==> config.mk <==
export PLATFORM = sky130hd
export DESIGN_NAME = rom_fetch_unit
export DESIGN_NICKNAME = d
export VERILOG_FILES = /design/src/rtl/rom_fetch_unit.sv
export SDC_FILE = /design/constraint.sdc
export NUM_CORES = 1
export LEC_CHECK = 0
export BUFFER_PORTS_ARGS = -buffer_cell sky130_fd_sc_hd__buf_2
export CORE_MARGIN = 2
export CORE_UTILIZATION = 45
export CTS_BUF_LIST = sky130_fd_sc_hd__clkbuf_8
export DETAILED_ROUTE_END_ITERATION = 7
export PLACE_DENSITY = 0.88
export SYNTH_ARGS = -nofsm -noshare
export SYNTH_HDL_FRONTEND = slang
export SYNTH_SLANG_ARGS = --single-unit
==> constraint.sdc <==
create_clock -name clk -period 1.2 [get_ports clk]
set_input_delay 0.24 -clock clk [delete_from_list [all_inputs] [get_ports clk]]
set_output_delay 0.24 -clock clk [all_outputs]
set_load 0.05 [all_outputs]
==> src/rtl/rom_fetch_unit.sv <==
`default_nettype none
// ============================================================================
// Module   : rom_fetch_unit
// Purpose  : Sequential reader for a combinational program ROM. It owns the
//            program counter and drives the ROM address from it. Each byte the
//            ROM returns is captured into an output register and offered
//            downstream over a valid/ready handshake. Jump (load) and run/stop
//            (en) control are supported.
// Ports    : clk          - single clock, all state on rising edge
//            reset        - synchronous, active-high
//            en           - 1 = fetch sequentially, 0 = stop fetching
//            load         - jump: pc <= load_addr, pending byte flushed
//            load_addr    - jump target
//            rom_addr     - ROM address (registered program counter)
//            rom_data     - ROM data, combinational from rom_addr
//            instr        - fetched byte
//            instr_addr   - address instr was read from
//            instr_valid  - instr/instr_addr hold a byte not yet accepted
//            instr_ready  - downstream accepts when valid && ready
//            wrap         - one-cycle pulse when pc advances all-ones -> 0
// Revision : 1.0 - initial release
// ============================================================================
module rom_fetch_unit #(
    parameter int ADDR_W                  = 12,
    parameter int DATA_W                  = 8,
    parameter logic [ADDR_W-1:0] RESET_ADDR = '0
) (
    input  logic              clk,
    input  logic              reset,
    input  logic              en,
    input  logic              load,
    input  logic [ADDR_W-1:0] load_addr,
    output logic [ADDR_W-1:0] rom_addr,
    input  logic [DATA_W-1:0] rom_data,
    output logic [DATA_W-1:0] instr,
    output logic [ADDR_W-1:0] instr_addr,
    output logic              instr_valid,
    input  logic              instr_ready,
    output logic              wrap
);

    // State encoding
    localparam logic [1:0] c_st_idle  = 2'd0;  // not fetching
    localparam logic [1:0] c_st_run   = 2'd1;  // capturing
    localparam logic [1:0] c_st_stall = 2'd2;  // byte pending, not accepted

    localparam logic [ADDR_W-1:0] c_pc_max = '1;
    localparam logic [ADDR_W-1:0] c_pc_one = ADDR_W'(1);

    logic [ADDR_W-1:0] r_pc;
    logic [DATA_W-1:0] r_instr;
    logic [ADDR_W-1:0] r_instr_addr;
    logic              r_valid;
    logic              r_wrap;
    logic [1:0]        r_state;

    logic              w_capture;
    logic              w_stall;
    logic [1:0]        w_state_nxt;

    // A new byte may be taken when the output register is empty or is being
    // drained on this same edge; load has priority and suppresses capture.
    assign w_capture = en && !load && (!r_valid || instr_ready);
    assign w_stall   = r_valid && !instr_ready;

    always_comb begin
        w_state_nxt = r_state;
        if (load) begin
            w_state_nxt = en ? c_st_run : c_st_idle;
        end else begin
            case (r_state)
                // A stalled byte is always valid, so leaving only needs ready.
                c_st_stall: begin
                    if (instr_ready) begin
                        w_state_nxt = en ? c_st_run : c_st_idle;
                    end
                end
                default: begin
                    if (w_stall) begin
                        w_state_nxt = c_st_stall;
                    end else begin
                        w_state_nxt = en ? c_st_run : c_st_idle;
                    end
                end
            endcase
        end
    end

    always_ff @(posedge clk) begin
        if (reset) begin
            r_pc         <= RESET_ADDR;
            r_instr      <= '0;
            r_instr_addr <= '0;
            r_valid      <= 1'b0;
            r_wrap       <= 1'b0;
            r_state      <= c_st_idle;
        end else begin
            r_state <= w_state_nxt;
            if (load) begin
                // Jump: any pending byte is discarded even if ready is high.
                r_pc    <= load_addr;
                r_valid <= 1'b0;
                r_wrap  <= 1'b0;
            end else if (w_capture) begin
                r_instr      <= rom_data;
                r_instr_addr <= r_pc;
                r_valid      <= 1'b1;
                r_pc         <= r_pc + c_pc_one;
                r_wrap       <= (r_pc == c_pc_max);
            end else begin
                r_wrap <= 1'b0;
                // Stopped but downstream took the pending byte.
                if (r_valid && instr_ready) begin
                    r_valid <= 1'b0;
                end
            end
        end
    end

    assign rom_addr    = r_pc;
    assign instr       = r_instr;
    assign instr_addr  = r_instr_addr;
    assign instr_valid = r_valid;
    assign wrap        = r_wrap;

endmodule
`default_nettype wire

After elaboration in Yosys (flattened, before gate mapping)
Cells that the tools add are included.
{ "word_totals": {"ff_bits": 34, "output_inout_bits": 34} }
{ "classes": {"add_sub_neg": 1, "n_eq_ne": 1, "n_mux": 4, "n_bitwise": 2, "n_reduce_logical": 11} }
{ "op_table": {"columns": ["op", "count"], "rows": [
  ["2-to-1 mux 12 bit", 2],
  ["adder 12 x 1 -> 12 bit (second input constant)", 1],
  ["== test 12 bit (second input constant)", 1],
  ["nonzero test 2 bit", 2],
  ["logical AND 1 bit", 3],
  ["OR reduction 3 bit", 1],
  ["logical NOT 1 bit", 2],
  ["2-to-1 mux 1 bit", 2],
  ["NOT 1 bit", 2],
  ["AND reduction 2 bit", 1],
  ["OR reduction 2 bit", 1],
  ["logical OR 1 bit", 1]
]} }

Longest topological paths before layout
Gate-level depths: netlist of run 1.
{ "depth": {"ltp_word": 5, "ltp_mapped": 6, "mapped_depth_nobuf": 5} }

Worst setup path after synthesis of run 1
Ideal clock, no wire load.
{ "synth_timing": {"path_type": "flip-flop to flip-flop", "startpoint": "register r_pc[0] (netlist: rom_addr[0])", "endpoint": "register r_pc[10] (netlist: rom_addr[10])", "setup_time_ps": 120, "arrival_ps": 1636, "required_ps": 1080, "setup_slack_ps": -555, "path_stages_with_launch": 6, "n_path_buf": 0, "synth_period_minus_slack_ps": 1755, "path_cell_list": "dfxtp_1 > ha_1 > and2_1 > nand4_4 > o21a_1 > o31a_1"} }
{ "synth_between": {"elab_chain_cells": 3} }
{ "synth_lines": {"columns": ["item", "line", "source"], "rows": [
  ["from (decl)", "50", "logic [ADDR_W-1:0] r_pc;"],
  ["from (signal assigned)", "101", "r_pc <= load_addr;"],
  ["from (signal assigned)", "108", "r_pc <= r_pc + c_pc_one;"],
  ["adder 12 x 1 -> 12 bit", "108", null],
  ["2-to-1 mux 12 bit", "104", "end else if (w_capture) begin"],
  ["2-to-1 mux 12 bit", "99", "if (load) begin"]
]} }
No other way between the ends. The select of a mux whose other input is x is not followed.
A chain may end at the register's enable or synchronous reset.

Final worst setup path of run 1
{ "layout_timing": {"startpoint": "register r_pc[1] (netlist: rom_addr[1])", "endpoint": "register r_pc[10] (netlist: rom_addr[10])"} }
Same word-level chain as after synthesis.

==> flow_metrics.env, run 1 <==
export IMPL_clkSinkCount=34
export IMPL_setup_viol=22
export IMPL_syn_avg_cell_area_um2=8.20
export IMPL_synth_top_area_share=0.448
export IMPL_pwr_share_clk=0.405
export IMPL_power_switching_w=0.000873
export IMPL_drive_gt1_frac=0.481
export IMPL_fin_skew_ps=9.55
export IMPL_finalHoldViolCount=0
export IMPL_nets=287
export IMPL_numCtsBuffers=5
export IMPL_synth_area_leaders="dfxtp_1, nand2_1, a21oi_1"
export IMPL_antenna_found_initial=0
export IMPL_io_buffers=58
export IMPL_comb_power_share=0.201
export IMPL_p_int_w=0.00225
export IMPL_area_delta_synth_final_pct=55.6
export IMPL_start_util=0.462
export IMPL_fmax_ghz=0.790
export IMPL_drtIter0Drc=110
export IMPL_clk_pin_slew_ps=80
export IMPL_ios=59
export IMPL_clk_latency_ps=290
export IMPL_vdd_drop_max_mv=0.737
export IMPL_fin_util=0.719
export IMPL_globalplace_congestion=0.825
export IMPL_core_area_um2=3280
export IMPL_crit_path_end_kind="flop"
export IMPL_fin_ws_ps=-66.2
export IMPL_grt_overflow=0
export IMPL_postRouteWirelength_mm=4.13
export IMPL_cts_tree="yes"
export IMPL_die_area_um2=3850
export IMPL_power_density_nw_per_um2=1320
export IMPL_power_leakage_nw=1.05
export IMPL_arrival_ps=1450
export IMPL_totalNegativeSetupSlack_ps=-545
export IMPL_rsz0062_at_grt="true"
export IMPL_holdBufCountCts=0
export IMPL_switching_share=0.280
export IMPL_syn_area_um2=1520
export IMPL_cts_max_level=2
export IMPL_yosys_cell_types_count=31
export IMPL_ant_nets=0
export IMPL_relSlewSlack=0.716
export IMPL_yosys_warnings=0
export IMPL_layout_min_cycle_time_ps=1270
export IMPL_grt_start_max_net_pins=21
export IMPL_ctsLongestPathBuffers=2
export IMPL_cts_root_buffer="clkbuf_8"
export IMPL_ys_seq_elements=34
export IMPL_status="complete, but fails checks"
export IMPL_firstDrtPassIters=4
export IMPL_maxSlewViolCount=0
export IMPL_tightest_slew_ps=426
export IMPL_num_antenna_cells=0
export IMPL_crit_path_max_fanout=4
export IMPL_via_count=1589
export IMPL_post_route_drc_count=0
export IMPL_die_h_um=62.1
export IMPL_die_x_um=62.1
export IMPL_p_seq_frac=0.395
export IMPL_drv_cap=0
export IMPL_final_period_utilization=1.06
export IMPL_place_ws_ps=-195
export IMPL_rows=21
export IMPL_via_per_inst=5.16
export IMPL_grt_total_usage=0.212
export IMPL_synth_seq_area_share=0.448
export IMPL_hold_class="in2reg"
export IMPL_synth_fp_nets=211
export IMPL_start_kind="flop"
export IMPL_syn_instance_count=185
export IMPL_violations="setup timing"
export IMPL_worstPathRequired_ps=1390
export IMPL_fin_hold_ws_ps=182
export IMPL_wire_per_inst_um=13.4
export IMPL_synth_top_area_cell="dfxtp_1"
export IMPL_crit_type="reg2reg"
export IMPL_grt_pass1_wl_mm=6.00
export IMPL_first_global_vias=1323
export IMPL_hpwlAfterDp_mm=2.76
==> metrics by stage <==
step / power, W / area (µm²) / instances
finish: 0.00312 / 2360 / 308
global route: 0.00324 / 2360 / 308
CTS: 0.00310 / 2260 / 308
detailed placement: 0.00180 / 2030 / 298
global placement: 0.00179 / 2030 / 298
floorplan: 0.00163 / 1600 / 185
==> worst max-delay path: stages (launching register included) <==
cell and delay [ps]:
dfxtp_4 370, ha_4 130, and2_4 160, nand4_4 90
o21a_1 180, o31a_1 220
==> flip-flops by register name (all words and copies together), names as in the netlist <==
signal       cells
instr_addr      12
instr            8
wrap             1
rom_addr        12
instr_valid      1
==> power by group through the flow <==
stage / Clock [W] / Combinational (W) / Sequential (W)
2_1_floorplan: 0 / 0.000180 / 0.00145
3_3_place_gp: 0 / 0.000545 / 0.00125
3_5_place_dp: 0 / 0.000551 / 0.00125
4_1_cts: 0.00127 / 0.000594 / 0.00123
5_1_grt: 0.00133 / 0.000671 / 0.00124
6_report: 0.00126 / 0.000627 / 0.00123
==> cells in the final DEF, fill, tap and decap left out, drive strengths merged, types with 3 or more instances in the layout <==
master,Yosys,layout
buf,7,79
nand2,43,43
dfxtp,34,34
a21oi,29,29
nor3,11,11
inv,10,10
o21a,8,8
clkbuf,6,8
xnor2,4,4
nor2b,4,4
nand4,4,4
o31a,3,3
nor2,3,3
nand3,3,3
a21boi,3,3
==> synthesized netlist by cell type <==
| master | count |
|---|---|
| a2111oi_2 | 1 |
| a211oi_1 | 1 |
| a21boi_0 | 3 |
| a21oi_1 | 29 |
| a311oi_1 | 1 |
| a41o_1 | 1 |
| and2_1 | 1 |
| and3_2 | 2 |
| and4_4 | 1 |
| buf_1 | 1 |
| buf_2 | 5 |
| buf_6 | 1 |
| clkbuf_1 | 5 |
| clkbuf_8 | 1 |
| dfxtp_1 | 34 |
| ha_1 | 1 |
| inv_1 | 10 |
| nand2_1 | 43 |
| nand2b_1 | 1 |
| nand3_1 | 3 |
| nand4_1 | 2 |
| nand4_4 | 2 |
| nor2_1 | 3 |
| nor2b_1 | 4 |
| nor3_1 | 11 |
| nor4b_1 | 1 |
| o21a_1 | 8 |
| o31a_1 | 3 |
| o31ai_1 | 1 |
| or3_1 | 1 |
| xnor2_1 | 4 |
==> cell type report <==
cell class	count	area, µm²
clock buffer	5	68.8
tap	46	57.6
sequential	34	717
inverter	10	37.5
timing repair buffer	82	563
multi-input combinational	128	848
fill	238	923
clock inverter	3	68.8
==> cell families after synthesis <==
family                     after synthesis  share of synthesized area
AOI/OAI and AO/OA                       48                      0.200
xor gates and xnor gates                 4                     0.0231
adders and majority gates                1                    0.00824
buffers and inverters                   23                     0.0725
DFF                                     34                      0.448
and+or+nand+nor                         75                      0.248
==> path summary, 6_finish.rpt <==
check	from	to	slack (ps)	cells after the start
setup reg to reg	rom_addr[1]$_SDFFE_PP0P_	rom_addr[10]$_SDFFE_PP0P_	-70	5
hold reg to reg	instr[5]$_SDFFE_PP0P_	instr[5]$_SDFFE_PP0P_	450	2
hold / removal	rom_data[4]	instr[4]$_SDFFE_PP0P_	180	3
setup / recovery	rom_addr[1]$_SDFFE_PP0P_	rom_addr[10]$_SDFFE_PP0P_	-70	5
==> timing repair <==
item | 4_1_cts | 5_1_grt
gates cloned | 1 | 0
resized for setup | 24 | 27
endpoints found under the setup margin | 35 | 40
pin swaps | 8 | 8
setup buffers | 1 | 0
==> per-layer routing <==
metal  global-route usage  share of wire  routed length (µm)  vias up
met5                    0              0                   0        -
met4               0.0821          0.017                  70        0
met3               0.0518          0.058                 239        8
met2                0.344           0.50                2060       52
met1                0.272           0.43                1760      750
li1                     -              -                   -      779
(Power assumes the default switching activity.)
==> run 2: changes to the inputs <==
--- a/constraint.sdc
+++ b/constraint.sdc
@@ -3,2 +3,2 @@
 set_output_delay 0.24 -clock clk [all_outputs]
-set_load 0.05 [all_outputs]
+set_load 0.1 [all_outputs]
==> run 2 against run 1 <==
  * The run still ends with setup timing left
  * Wire length up 120%
  * Worst hold slack worse by 10 ps
  * Sequential power is 3% higher
  * Sequential share of layout area decreased by 7.5 points
  * First-iteration DRC count rose to 3.2 times the previous value
  * Combinational power grew 93%
  * Core utilization up 25 points
  * Largest cell class is now buffers
  * Highest routed layer unchanged
==> flow_metrics.env, run 2 (synthesized netlist as in run 1, its figures left out) <==
export IMPL_hold_class="in2reg"
export IMPL_cts_max_level=2
export IMPL_grt_pass1_wl_mm=10.4
export IMPL_relSlewSlack=0.592
export IMPL_area_delta_synth_final_pct=109
export IMPL_post_route_drc_count=0
export IMPL_stdcell_count=326
export IMPL_die_x_um=62.1
export IMPL_grt_start_max_net_pins=29
export IMPL_final_cell_mix="buf_12, nand2_1, buf_2"
export IMPL_clk_pin_slew_ps=80
export IMPL_via_per_inst=6.47
export IMPL_clkSinkCount=34
export IMPL_power_density_nw_per_um2=1070
export IMPL_nets=305
export IMPL_ctsLongestPathBuffers=2
export IMPL_crit_path_end_kind="flop"
export IMPL_firstDrtPassIters=8
export IMPL_worstPathRequired_ps=1370
export IMPL_drv_cap=0
export IMPL_ios=59
export IMPL_maxSlewViolCount=0
export IMPL_setup_viol=38
export IMPL_finalHoldViolCount=0
export IMPL_final_common_cell="buf_12"
export IMPL_fmax_ghz=0.693
export IMPL_io_buffers=58
export IMPL_rows=21
export IMPL_postRouteWirelength_mm=8.93
export IMPL_rsz0062_at_grt="true"
export IMPL_clk_latency_ps=310
export IMPL_fin_hold_ws_ps=172
export IMPL_grt_overflow=0
export IMPL_power_total_w=0.00340
export IMPL_via_count=2109
export IMPL_drtIter0Drc=354
export IMPL_layout_min_cycle_time_ps=1440
export IMPL_first_global_vias=1904
export IMPL_drive_gt1_frac=0.657
export IMPL_die_h_um=62.1
export IMPL_arrival_ps=1610
export IMPL_wire_per_inst_um=27.4
export IMPL_grt_total_usage=0.393
export IMPL_numCtsBuffers=5
export IMPL_status="complete, but fails checks"
export IMPL_antenna_found_initial=0
export IMPL_fin_ws_ps=-243
export IMPL_start_kind="flop"
export IMPL_hpwlAfterDp_mm=3.75
export IMPL_cts_tree="yes"
export IMPL_dp_cells=300
export IMPL_final_period_utilization=1.20
export IMPL_start_util=0.462
export IMPL_crit_path_max_fanout=4
export IMPL_num_antenna_cells=0
export IMPL_holdBufCountCts=0
export IMPL_core_area_um2=3280
export IMPL_totalNegativeSetupSlack_ps=-5110
export IMPL_cts_root_buffer="clkbuf_8"
export IMPL_violations="setup timing"
export IMPL_tightest_slew_ps=612
export IMPL_fin_skew_ps=9.93
export IMPL_power_leakage_nw=1.29
export IMPL_globalplace_congestion=0.834
export IMPL_crit_type="reg2reg"
export IMPL_ant_nets=0
export IMPL_vdd_drop_max_mv=1.13
export IMPL_die_area_um2=3850
export IMPL_nFillCells=65
## run 2: changes by cell type in the layout (fill, tap and decap cells not counted), moves of 4 or more
cell	before	now
buf_6	10	19
nand2_1	41	25
a21oi_2	4	20
a21oi_1	25	8
nand2_2	1	13
nand2_4	1	5
buf_12	0	37
buf_2	45	24
## run 2: worst max-delay path, cell delays in order (launching register included)
cell and delay, ps:
dfxtp_4 370, ha_4 160, and2_4 150, nand4_4 100, buf_6 140, nor3_4 40
a211oi_1 340
## run 2: final timing paths
kind / depth (start not counted) / slack [ps] / startpoint / to
worst max register to register: 6 / -240 / rom_addr[1]$_SDFFE_PP0P_ / rom_addr[8]$_SDFFE_PP0P_
worst max-delay path: 6 / -240 / rom_addr[1]$_SDFFE_PP0P_ / rom_addr[8]$_SDFFE_PP0P_
worst min-delay path: 3 / 170 / rom_data[2] / instr[2]$_SDFFE_PP0P_
worst min register to register: 2 / 510 / instr[0]$_SDFFE_PP0P_ / instr[0]$_SDFFE_PP0P_
## run 2: final cells by class
cell class | count | area, µm² | share of cell area
tap | 46 | 57.6 | 0.0182
inverter | 10 | 37.5 | 0.0118
clock inverter | 2 | 8.76 | 0.00276
clock buffer | 6 | 82.6 | 0.0261
multi-input combinational | 130 | 1050 | 0.331
timing repair buffer | 98 | 1210 | 0.382
sequential | 34 | 723 | 0.228
## run 2: power by group
group	internal [W]	switching, W	leakage (nW)
Sequential	0.00118	0.0000925	0.286
Combinational	0.000459	0.000750	0.954
Clock	0.000455	0.000466	0.0524
Total	0.00209	0.00131	1.29
## run 2: through the flow
| step | setup slack (ps) | util | instance area, µm² |
|---|---|---|---|
| 2_1_floorplan | -287 | - | 1610 |
| 3_3_place_gp | -167 | 0.788 | 2590 |
| 3_5_place_dp | -248 | 0.788 | 2590 |
| 4_1_cts | -109 | 0.880 | 2890 |
| 5_1_grt | -580 | 0.965 | 3170 |
| 6_report | -243 | 0.965 | 3170 |
## run 2: metal layers
metal,GRT usage,wire [µm],vias to the layer above,part of all wire
met4,0.225,731,0,0.082
met5,0,0,-,0
met1,0.462,3080,976,0.34
met2,0.621,4160,228,0.47
li1,-,-,820,-
met3,0.139,958,85,0.11
## run 2: timing repair
action,CTS,global route
gates cloned,3,1
gates resized for setup,39,54
endpoints found under the setup margin,39,44
pin swaps,18,31
setup buffers,6,12
